`src/rtl/ex_issue_stage.sv`:
```
// ID/EX register: decodes ALU control and operand B for one held instruction; optional EX_FWD_EN adds EX/MEM forwarding.
// Latency 1 cycle; in_ready = !out_valid | out_ready, outputs frozen while stalled, flush discards held and incoming.
module ex_issue_stage #(
   parameter int DW    = 32,
   parameter int CNT_W = 16
) (
   input  logic             clk,
   input  logic             rst,
   input  logic             in_valid,
   output logic             in_ready,
   input  logic [1:0]       in_alu_op,
   input  logic [5:0]       in_funct,
   input  logic [4:0]       in_rs_addr,
   input  logic [4:0]       in_rt_addr,
   input  logic [DW-1:0]    in_rs_data,
   input  logic [DW-1:0]    in_rt_data,
   input  logic [15:0]      in_imm,
   input  logic             in_alu_src,
   input  logic [4:0]       in_rd,
   input  logic             in_reg_write,
   input  logic             flush,
`ifdef EX_FWD_EN
   input  logic             fwd_we,
   input  logic [4:0]       fwd_rd,
   input  logic [DW-1:0]    fwd_data,
`endif
   output logic             out_valid,
   input  logic             out_ready,
   output logic [2:0]       alu_ctl,
   output logic [DW-1:0]    alu_a,
   output logic [DW-1:0]    alu_b,
   output logic [4:0]       out_rd,
   output logic             out_reg_write,
   output logic             illegal,
   output logic [CNT_W-1:0] stall_cnt
);

   logic          load;
   logic [2:0]    dec_ctl;
   logic          dec_illegal;
   logic [DW-1:0] rs_val;
   logic [DW-1:0] rt_val;
   logic [DW-1:0] dec_b;
   logic [DW-1:0] imm_sext;
   logic [DW-1:0] imm_zext;

   assign in_ready = !out_valid || out_ready;
   assign load     = in_valid && in_ready;
   assign imm_sext = {{(DW-16){in_imm[15]}}, in_imm};
   assign imm_zext = {{(DW-16){1'b0}}, in_imm};

`ifdef EX_FWD_EN
   // Register 0 is hardwired, so a pending write to it must never be forwarded.
   assign rs_val = (fwd_we && fwd_rd != 5'd0 && fwd_rd == in_rs_addr) ? fwd_data : in_rs_data;
   assign rt_val = (fwd_we && fwd_rd != 5'd0 && fwd_rd == in_rt_addr) ? fwd_data : in_rt_data;
`else
   logic unused_addr;
   assign unused_addr = ^{in_rs_addr, in_rt_addr};
   assign rs_val = in_rs_data;
   assign rt_val = in_rt_data;
`endif

   always_comb begin
      dec_ctl     = 3'b010;
      dec_illegal = 1'b0;
      case (in_alu_op)
         2'b00: dec_ctl = 3'b010;
         2'b01: dec_ctl = 3'b110;
         2'b11: dec_ctl = 3'b001;
         default: begin
            case (in_funct)
               6'b100000: dec_ctl = 3'b010;
               6'b100010: dec_ctl = 3'b110;
               6'b100100: dec_ctl = 3'b000;
               6'b100101: dec_ctl = 3'b001;
               6'b101010: dec_ctl = 3'b111;
               default:   dec_illegal = 1'b1;
            endcase
         end
      endcase
   end

   // ori always zero-extends, independent of alu_src.
   always_comb begin
      dec_b = rt_val;
      if (in_alu_op == 2'b11) begin
         dec_b = imm_zext;
      end else if (in_alu_src) begin
         dec_b = imm_sext;
      end
   end

   always_ff @(posedge clk) begin
      if (rst) begin
         out_valid     <= 1'b0;
         alu_ctl       <= 3'b010;
         alu_a         <= '0;
         alu_b         <= '0;
         out_rd        <= 5'd0;
         out_reg_write <= 1'b0;
         illegal       <= 1'b0;
         stall_cnt     <= '0;
      end else begin
         if (out_valid && !out_ready && stall_cnt != {CNT_W{1'b1}}) begin
            stall_cnt <= stall_cnt + CNT_W'(1);
         end
         if (flush) begin
            out_valid     <= 1'b0;
            out_reg_write <= 1'b0;
         end else if (load) begin
            out_valid     <= 1'b1;
            alu_ctl       <= dec_ctl;
            alu_a         <= rs_val;
            alu_b         <= dec_b;
            out_rd        <= in_rd;
            out_reg_write <= in_reg_write && !dec_illegal;
            illegal       <= dec_illegal;
         end else if (out_ready) begin
            out_valid <= 1'b0;
         end
      end
   end

endmodule

```
`config.mk`:
```
export PLATFORM = sky130hd
export DESIGN_NAME = ex_issue_stage
export DESIGN_NICKNAME = d
export VERILOG_FILES = /design/src/rtl/ex_issue_stage.sv
export SDC_FILE = /design/constraint.sdc
export NUM_CORES = 1
export LEC_CHECK = 0
export ABC_AREA = 1
export CAP_MARGIN = 30
export CORE_MARGIN = 2
export CORE_UTILIZATION = 35
export CTS_BUF_LIST = sky130_fd_sc_hd__clkbuf_4 sky130_fd_sc_hd__clkbuf_8 sky130_fd_sc_hd__clkbuf_16
export DETAILED_ROUTE_END_ITERATION = 6
export GPL_ROUTABILITY_DRIVEN = 0
export PLACE_DENSITY = 0.72
export SYNTH_ARGS = -nofsm -noshare
export SYNTH_HDL_FRONTEND = slang
export SYNTH_SLANG_ARGS = --single-unit
export TNS_END_PERCENT = 1
```
`constraint.sdc`:
```
create_clock -name clk -period 2.9 [get_ports clk]
set_input_delay 0.87 -clock clk [delete_from_list [all_inputs] [get_ports clk]]
set_output_delay 0.87 -clock clk [all_outputs]
set_load 0.05 [all_outputs]
```
[Word level (Yosys, flattened, before mapping)]
Cells that the tools add are included.
Storage, ports and cells
  register bits after elaboration: 91
  input port bits: 110
  word-level logic and storage cells: 40
Cells by class
  add/sub/neg operators: 1
  equal/unequal tests: 8
  mux-type cells: 8
  bitwise operators: 1
  reductions and logical operators: 14
Operator list (count)
  32-bit 2-to-1 mux: 2
  6-bit equality test, second input constant: 5
  16-bit by 1-bit adder with 16-bit output, second input constant: 1
  16-bit inequality test, second input constant: 1
  3-bit one-hot mux with 4 select lines: 1
  3-bit one-hot mux with 3 select lines: 1
  5-bit OR reduction: 1
  1-bit logical AND: 4
  1-bit 2-to-1 mux: 4
  1-bit logical NOT: 3
  3-bit OR reduction: 1
  2-bit by 1-bit equality test with 1-bit output, second input constant: 1
  2-bit equality test, second input constant: 1
  2-bit logical NOT: 1
  2-bit AND reduction: 1
  2-bit nonzero test: 1
  2-bit OR reduction: 1
  1-bit logical OR: 1
  1-bit inverter: 1

[Longest topological paths before layout]
Gate-level depths: netlist (run 1).
  depth in word-level cells: 6
  mapped depth: 9
  mapped depth without buffers: 9

[Worst setup path before layout (run 1)]
Ideal clock, no wire load.
  path kind: input to output
  start: input port out_ready
  end: output port in_ready
  arrival: 1.299 ns
  path slack: 0.731 ns
  stages: 2
  cells stage by stage: nor2_4 inv_1
Between the ends
  cells in the longest elaborated chain, start to end: 1
Ends and longest elaborated chain
  start: declaration: RTL line 28  | input logic out_ready,
  1-bit logical OR: RTL line 47  | assign in_ready = !out_valid || out_ready;
  end: declaration: RTL line 10  | output logic in_ready,
Every way passes these cells.

[Worst setup path in the final report (run 1)]
Ends and elaborated chain as after synthesis.

==> impl_metrics.toml, run 1 <==
[yosys]
yosysSeqAreaShare = 0.466
synth_flop_cell = "dfxtp_1"
synth_area_leader_cell = "dfxtp_1"
mappedNetlistArea_mm2 = 0.00391
synth-edff-count = 0
yosysWarnings = 0
synth_area_leaders = "dfxtp_1 47%, nand2_1 17%, a21oi_1 7.7%, nand3_1 3.7%, inv_1 3.6%"
ys_ff_latch = 91
synth_cell_types = 27
synthesis.nets = 641
yosysMostFrequentCell = "nand2_1"
synthArstFlopShare = 0
synth_top_area_share = 0.466
synthTopCellsByCount = "176 x nand2_1, 91 x dfxtp_1, 60 x a21oi_1"
synthCells = 530
postSynthAreaPerCell_um2 = 7.37

[power_and_ir_drop]
powerDensity_mw_per_mm2 = 484
ir_drop_mv = 0.268
total_power_mw = 2.96
p_leak_nw = 2.36

[timing]
tightest_slew_ps = 593
hold_viol = 0
fmax_mhz = 380
rsz0062_at_grt = "false"
setup-tns-final_ps = 0
period_share = 0.908
slew_violations = 0
finClkSkew_ps = 11.8
relSlewSlack = 0.605
finalSetupViolCount = 0
min_period_ps = 2630

[placement]
hpwl_um = 8380
io_buffers = 191

[clock_network]
cts_made_buffers = 9
htree_levels = 3
path_clk_slew_ps = 80
cts_tree = "built"
postCtsHoldBufs = 0
cts_root_buffer = "clkbuf_8"
clock_latency_ps = 360
cts.sinks = 91
cts_setup_buffers = 0
cts_buffer_depth = 2
cts_resized = 0

[min_path]
min_path_type = "register to register"

[detailed_routing]
first_pass_iters = 4
viasPerCell = 4.75
ant_nets = 0
wirelength_um = 11600
drc_errors = 0
num_vias = 4054
wl_per_cell_um = 13.6
drt-initial-drc-count = 220

[layout]
fin_util = 0.562
nFillCells = 1026
drive_gt1_frac = 0.0728
areaGrowthSynthToFinish_pct = 56.6
multi_input_area_mm2 = 0.00178
seqCellArea_mm2 = 0.00182
n_antenna_cell = 0
nets = 821

[setup_path]
crit_fanout = 2
crit_slowest_cell = "clkdlybuf4s50_1"
start_kind = "primary input"
critical_path_class = "primary input to output port"
cp-end-kind = "output port"
cp.arrival_ps = 1760
slowest_delay_ps = 500
worstPathCellList = "clkdlybuf4s50_1 -> nor2_4 -> inv_1 -> buf_4"
required_ps = 2030

[die]
core_mm2 = 0.0109
dieArea_mm2 = 0.0120
die_y_um = 110
die_w_um = 110
initial_core_util = 0.359
rows = 38
ios = 202

[grt]
grt_pass1_wl_um = 17800
antenna_found_initial = 0
grt_usage = 0.191
grt-ovfl-total = 0
grt_pass1_vias = 3718
grt_max_degree = 66

[run]
drv_cap = 0

[outcome]
run_status = "finished, final reports clean"
==> final timing paths <==
path / start / end / slack, ps / cells past startpoint
worst max-delay path: out_ready / in_ready / 270 / 4
worst min-delay path: out_rd[1]$_SDFFE_PP0P_ / out_rd[1]$_SDFFE_PP0P_ / 470 / 2
worst max register to register: stall_cnt[0]$_SDFFE_PP0P_ / stall_cnt[3]$_SDFFE_PP0P_ / 1080 / 7
worst min register to register: out_rd[1]$_SDFFE_PP0P_ / out_rd[1]$_SDFFE_PP0P_ / 470 / 2
==> layer usage <==
layer	track usage	vias up	share of wire
met3	0.0658	13	0.093
met5	0	-	0
met2	0.319	149	0.47
met4	0.0832	0	0.016
met1	0.220	1817	0.42
li1	-	2075	-
==> worst max-delay path, delay by kind of cell <==
kind | cells | cell delay (ps)
buffers and inverters | 3 | 840
AND/OR/NAND/NOR | 1 | 50
==> placed cells by master (no fill, tap or decap), types with 10 or more instances in the layout <==
cell / n
clkbuf_8: 10
clkdlybuf4s50_1: 189
inv_1: 38
nand2_1: 176
a21oi_1: 60
a21oi_2: 10
dfxtp_1: 91
o21ai_0: 17
o211ai_1: 16
nor2_1: 23
nand3_1: 29
==> area by class of cell <==
class / instances / area share
clock buffer: 13 / 0.0262
inverter: 40 / 0.0245
multi-input combinational: 369 / 0.290
sequential: 91 / 0.298
timing repair buffer: 199 / 0.323
clock inverter: 2 / 0.00981
tap: 140 / 0.0286
==> kinds of logic after synthesis <==
| kind of cell | Yosys count | share of synthesized area |
|---|---|---|
| AOI/OAI and AO/OA | 112 | 0.169 |
| xor gates and xnor gates | 6 | 0.0134 |
| adders and majority gates | 1 | 0.00320 |
| buffers and inverters | 70 | 0.0791 |
| DFF | 91 | 0.466 |
| and+or+nand+nor | 250 | 0.269 |
==> state kept, by name, summed over array words and instances, names as in the netlist <==
register,flops
alu_ctl,3
stall_cnt,16
alu_b,32
out_valid,1
out_rd,5
out_reg_write,1
alu_a,32
illegal,1
==> metrics by stage <==
| stage | hold slack (ps) | worst slack (ps) | instances | area, um2 |
|---|---|---|---|---|
| 2_1_floorplan | 685 | 731 | 530 | 3910 |
| 3_3_place_gp | 451 | 252 | 839 | 5900 |
| 3_5_place_dp | 456 | 265 | 839 | 5900 |
| 4_1_cts | 469 | 261 | 854 | 6120 |
| 5_1_grt | 482 | 250 | 854 | 6120 |
| 6_report | 466 | 267 | 854 | 6120 |
==> power breakdown <==
part | switching, mW | internal (mW) | total (mW)
clock network | 0.427 | 0.535 | 0.962
registers | 0.0305 | 1.31 | 1.34
logic | 0.390 | 0.273 | 0.663
total | 0.848 | 2.12 | 2.96
(Power assumes the default switching activity.)
==> inputs of run 2 (changes only) <==
--- a/config.mk
+++ b/config.mk
@@ -5,14 +5,13 @@
 export SDC_FILE = /design/constraint.sdc
 export NUM_CORES = 1
 export LEC_CHECK = 0
-export ABC_AREA = 1
 export CAP_MARGIN = 30
 export CORE_MARGIN = 2
 export CORE_UTILIZATION = 35
 export CTS_BUF_LIST = sky130_fd_sc_hd__clkbuf_4 sky130_fd_sc_hd__clkbuf_8 sky130_fd_sc_hd__clkbuf_16
 export DETAILED_ROUTE_END_ITERATION = 6
 export GPL_ROUTABILITY_DRIVEN = 0
-export PLACE_DENSITY = 0.72
+export PLACE_DENSITY = 0.74
 export SYNTH_ARGS = -nofsm -noshare
 export SYNTH_HDL_FRONTEND = slang
 export SYNTH_SLANG_ARGS = --single-unit
==> run 2 against run 1 <==
Effect of this change:
- clock skew shrank 1.3 ps
- core utilization grew 1.6 points
- critical path depth is the same
- area after synthesis down 6.4%
==> impl_metrics.toml, run 2 <==
[outcome]
run_status = "finished, final reports clean"

[timing]
finalSetupViolCount = 0
finClkSkew_ps = 10.6
hold_ws_ps = 455
hold_viol = 0
min_period_ps = 2650
slew_violations = 0
setup-tns-final_ps = 0
fin_ws_ps = 252
period_share = 0.913
tightest_slew_ps = 842
rsz0062_at_grt = "false"
fmax_mhz = 378
relSlewSlack = 0.433

[placement]
pre_cts_ws_ps = 243
hpwl_um = 7900
place_area_mm2 = 0.00573
io_buffers = 191
dp_cells = 744

[detailed_routing]
first_pass_iters = 4
wl_per_cell_um = 14.1
num_vias = 3748
drt-initial-drc-count = 144
ant_nets = 0
wirelength_um = 10700
drc_errors = 0
viasPerCell = 4.93

[setup_path]
cp-end-kind = "output port"
timing.rr.start = "stall_cnt[0]$_SDFFE_PP0P_"
worst-path-buf-inv = 3
cp.arrival_ps = 1780
start_kind = "primary input"
reg2reg_slack_ps = 800
cp_top_family = "buffers and inverters"
critical_path_class = "primary input to output port"
worstPathCellList = "clkdlybuf4s50_1 -> nor2b_1 -> inv_2 -> buf_4"
crit_slowest_cell = "clkdlybuf4s50_1"
worstRegToRegCells = 5
reg2reg_to = "stall_cnt[1]$_SDFFE_PP0P_"
required_ps = 2030
crit_fanout = 8
slowest_delay_ps = 410

[layout]
most-common-layout-cells = "189 x clkdlybuf4s50_1, 100 x nand2_1, 91 x dfxtp_1"
seqCellArea_mm2 = 0.00182
reg_top3 = "alu_a x32, alu_b x32, stall_cnt x16"
instances_no_fill = 760
n_antenna_cell = 0
multi_input_area_mm2 = 0.00172
final_cell_area_mm2 = 0.00592
final_common_cell = "clkdlybuf4s50_1"
areaGrowthSynthToFinish_pct = 61.7
drive_gt1_frac = 0.0529
nFillCells = 949
nets = 730

[yosys]
synth_area_leader_cell = "dfxtp_1"
synth_top_area_share = 0.498
yosysMostFrequentCell = "nand2_1"
synthesis.nets = 549
ys_ff_latch = 91
mappedNetlistArea_mm2 = 0.00366
synth_flop_cell = "dfxtp_1"
synthArstFlopShare = 0
yosysSeqAreaShare = 0.498
synth_area_leaders = "dfxtp_1 50%, nand2_1 10%, a21oi_1 7.4%, a211oi_1 6.6%, mux2i_1 4.6%"
synth-edff-count = 0
postSynthAreaPerCell_um2 = 8.36
synth_cell_types = 38
synthCells = 438
synthTopCellsByCount = "100 x nand2_1, 91 x dfxtp_1, 54 x a21oi_1"
yosysWarnings = 0

[clock_network]
cts_buffer_depth = 2
path_clk_slew_ps = 80
cts_made_buffers = 9
cts_resized = 0
cts_tree = "built"
cts_setup_buffers = 0
cts.sinks = 91
htree_levels = 3
cts_root_buffer = "clkbuf_8"
clock_latency_ps = 350
postCtsHoldBufs = 0

[grt]
grt-ovfl-total = 0
grt_usage = 0.187
grt_pass1_vias = 3519
antenna_found_initial = 0
grt_pass1_wl_um = 17000
grt_max_degree = 54

[power_and_ir_drop]
p_leak_nw = 2.08
powerDensity_mw_per_mm2 = 472
ir_drop_mv = 0.230

[die]
initial_core_util = 0.358
core_mm2 = 0.0102
die_y_um = 106
die_w_um = 106
dieArea_mm2 = 0.0113
ios = 202
rows = 37

[min_path]
min_path_type = "register to register"
min_from = "out_rd[3]$_SDFFE_PP0P_"
hold_depth = 2
min_to = "out_rd[3]$_SDFFE_PP0P_"

[run]
drv_cap = 0
-- run 2: how the worst max path moves through the flow --
| stage | startpoint | slack, ps | depth (start not counted) | to |
|---|---|---|---|---|
| final | out_ready | 250 | 4 | in_ready |
| after global placement | out_ready | 270 | 4 | in_ready |
| after CTS | out_ready | 240 | 4 | in_ready |
| after detailed placement | out_ready | 240 | 4 | in_ready |
| after floorplan | out_ready | 590 | 7 | alu_b[18]$_SDFFE_PP0P_ |
| after global routing | out_ready | 190 | 4 | in_ready |
-- run 2: area by class of cell --
class                   count  area share
well taps                 136      0.0288
repair buffers            199       0.338
clock buffers              14      0.0294
inverters                   5     0.00317
clock inverters             2     0.00169
flip-flops and latches     91       0.308
multi-input cells         313       0.291
-- run 2: stage by stage --
stage / power [mW] / util
final: 2.80 / 0.578
after global routing: 2.93 / 0.578
after detailed placement: 2.03 / 0.560
after global placement: 2.02 / 0.560
after CTS: 2.83 / 0.578
after floorplan: 1.72 / -
-- run 2: tightest hold or removal path, cell delays in order, from the launching register on --
cell	delay (ps)
dfxtp_1	310
nand2_1	50
a21oi_1	50
-- run 2: cell families after synthesis --
logic type	synth area share
buffers and inverters	0.0366
AND/OR/NAND/NOR	0.232
flip-flops	0.498
multiplexers	0.0465
AO/OA/AOI/OAI	0.183
adder cells (fa/ha/maj)	0.00342
-- run 2: power breakdown --
part           internal [mW]  switching (mW)  leakage, nW  total, mW
clock network          0.386           0.415        0.101      0.801
logic                  0.282           0.375         1.23      0.657
registers               1.31          0.0292        0.744       1.34
-- run 2: per-layer routing --
layer / GRT usage / vias to the layer above / routed length [um]
li1: - / 1905 / -
met5: 0 / - / 0
met2: 0.323 / 121 / 5260
met3: 0.0497 / 18 / 714
met4: 0.0799 / 0 / 256
met1: 0.217 / 1704 / 4470
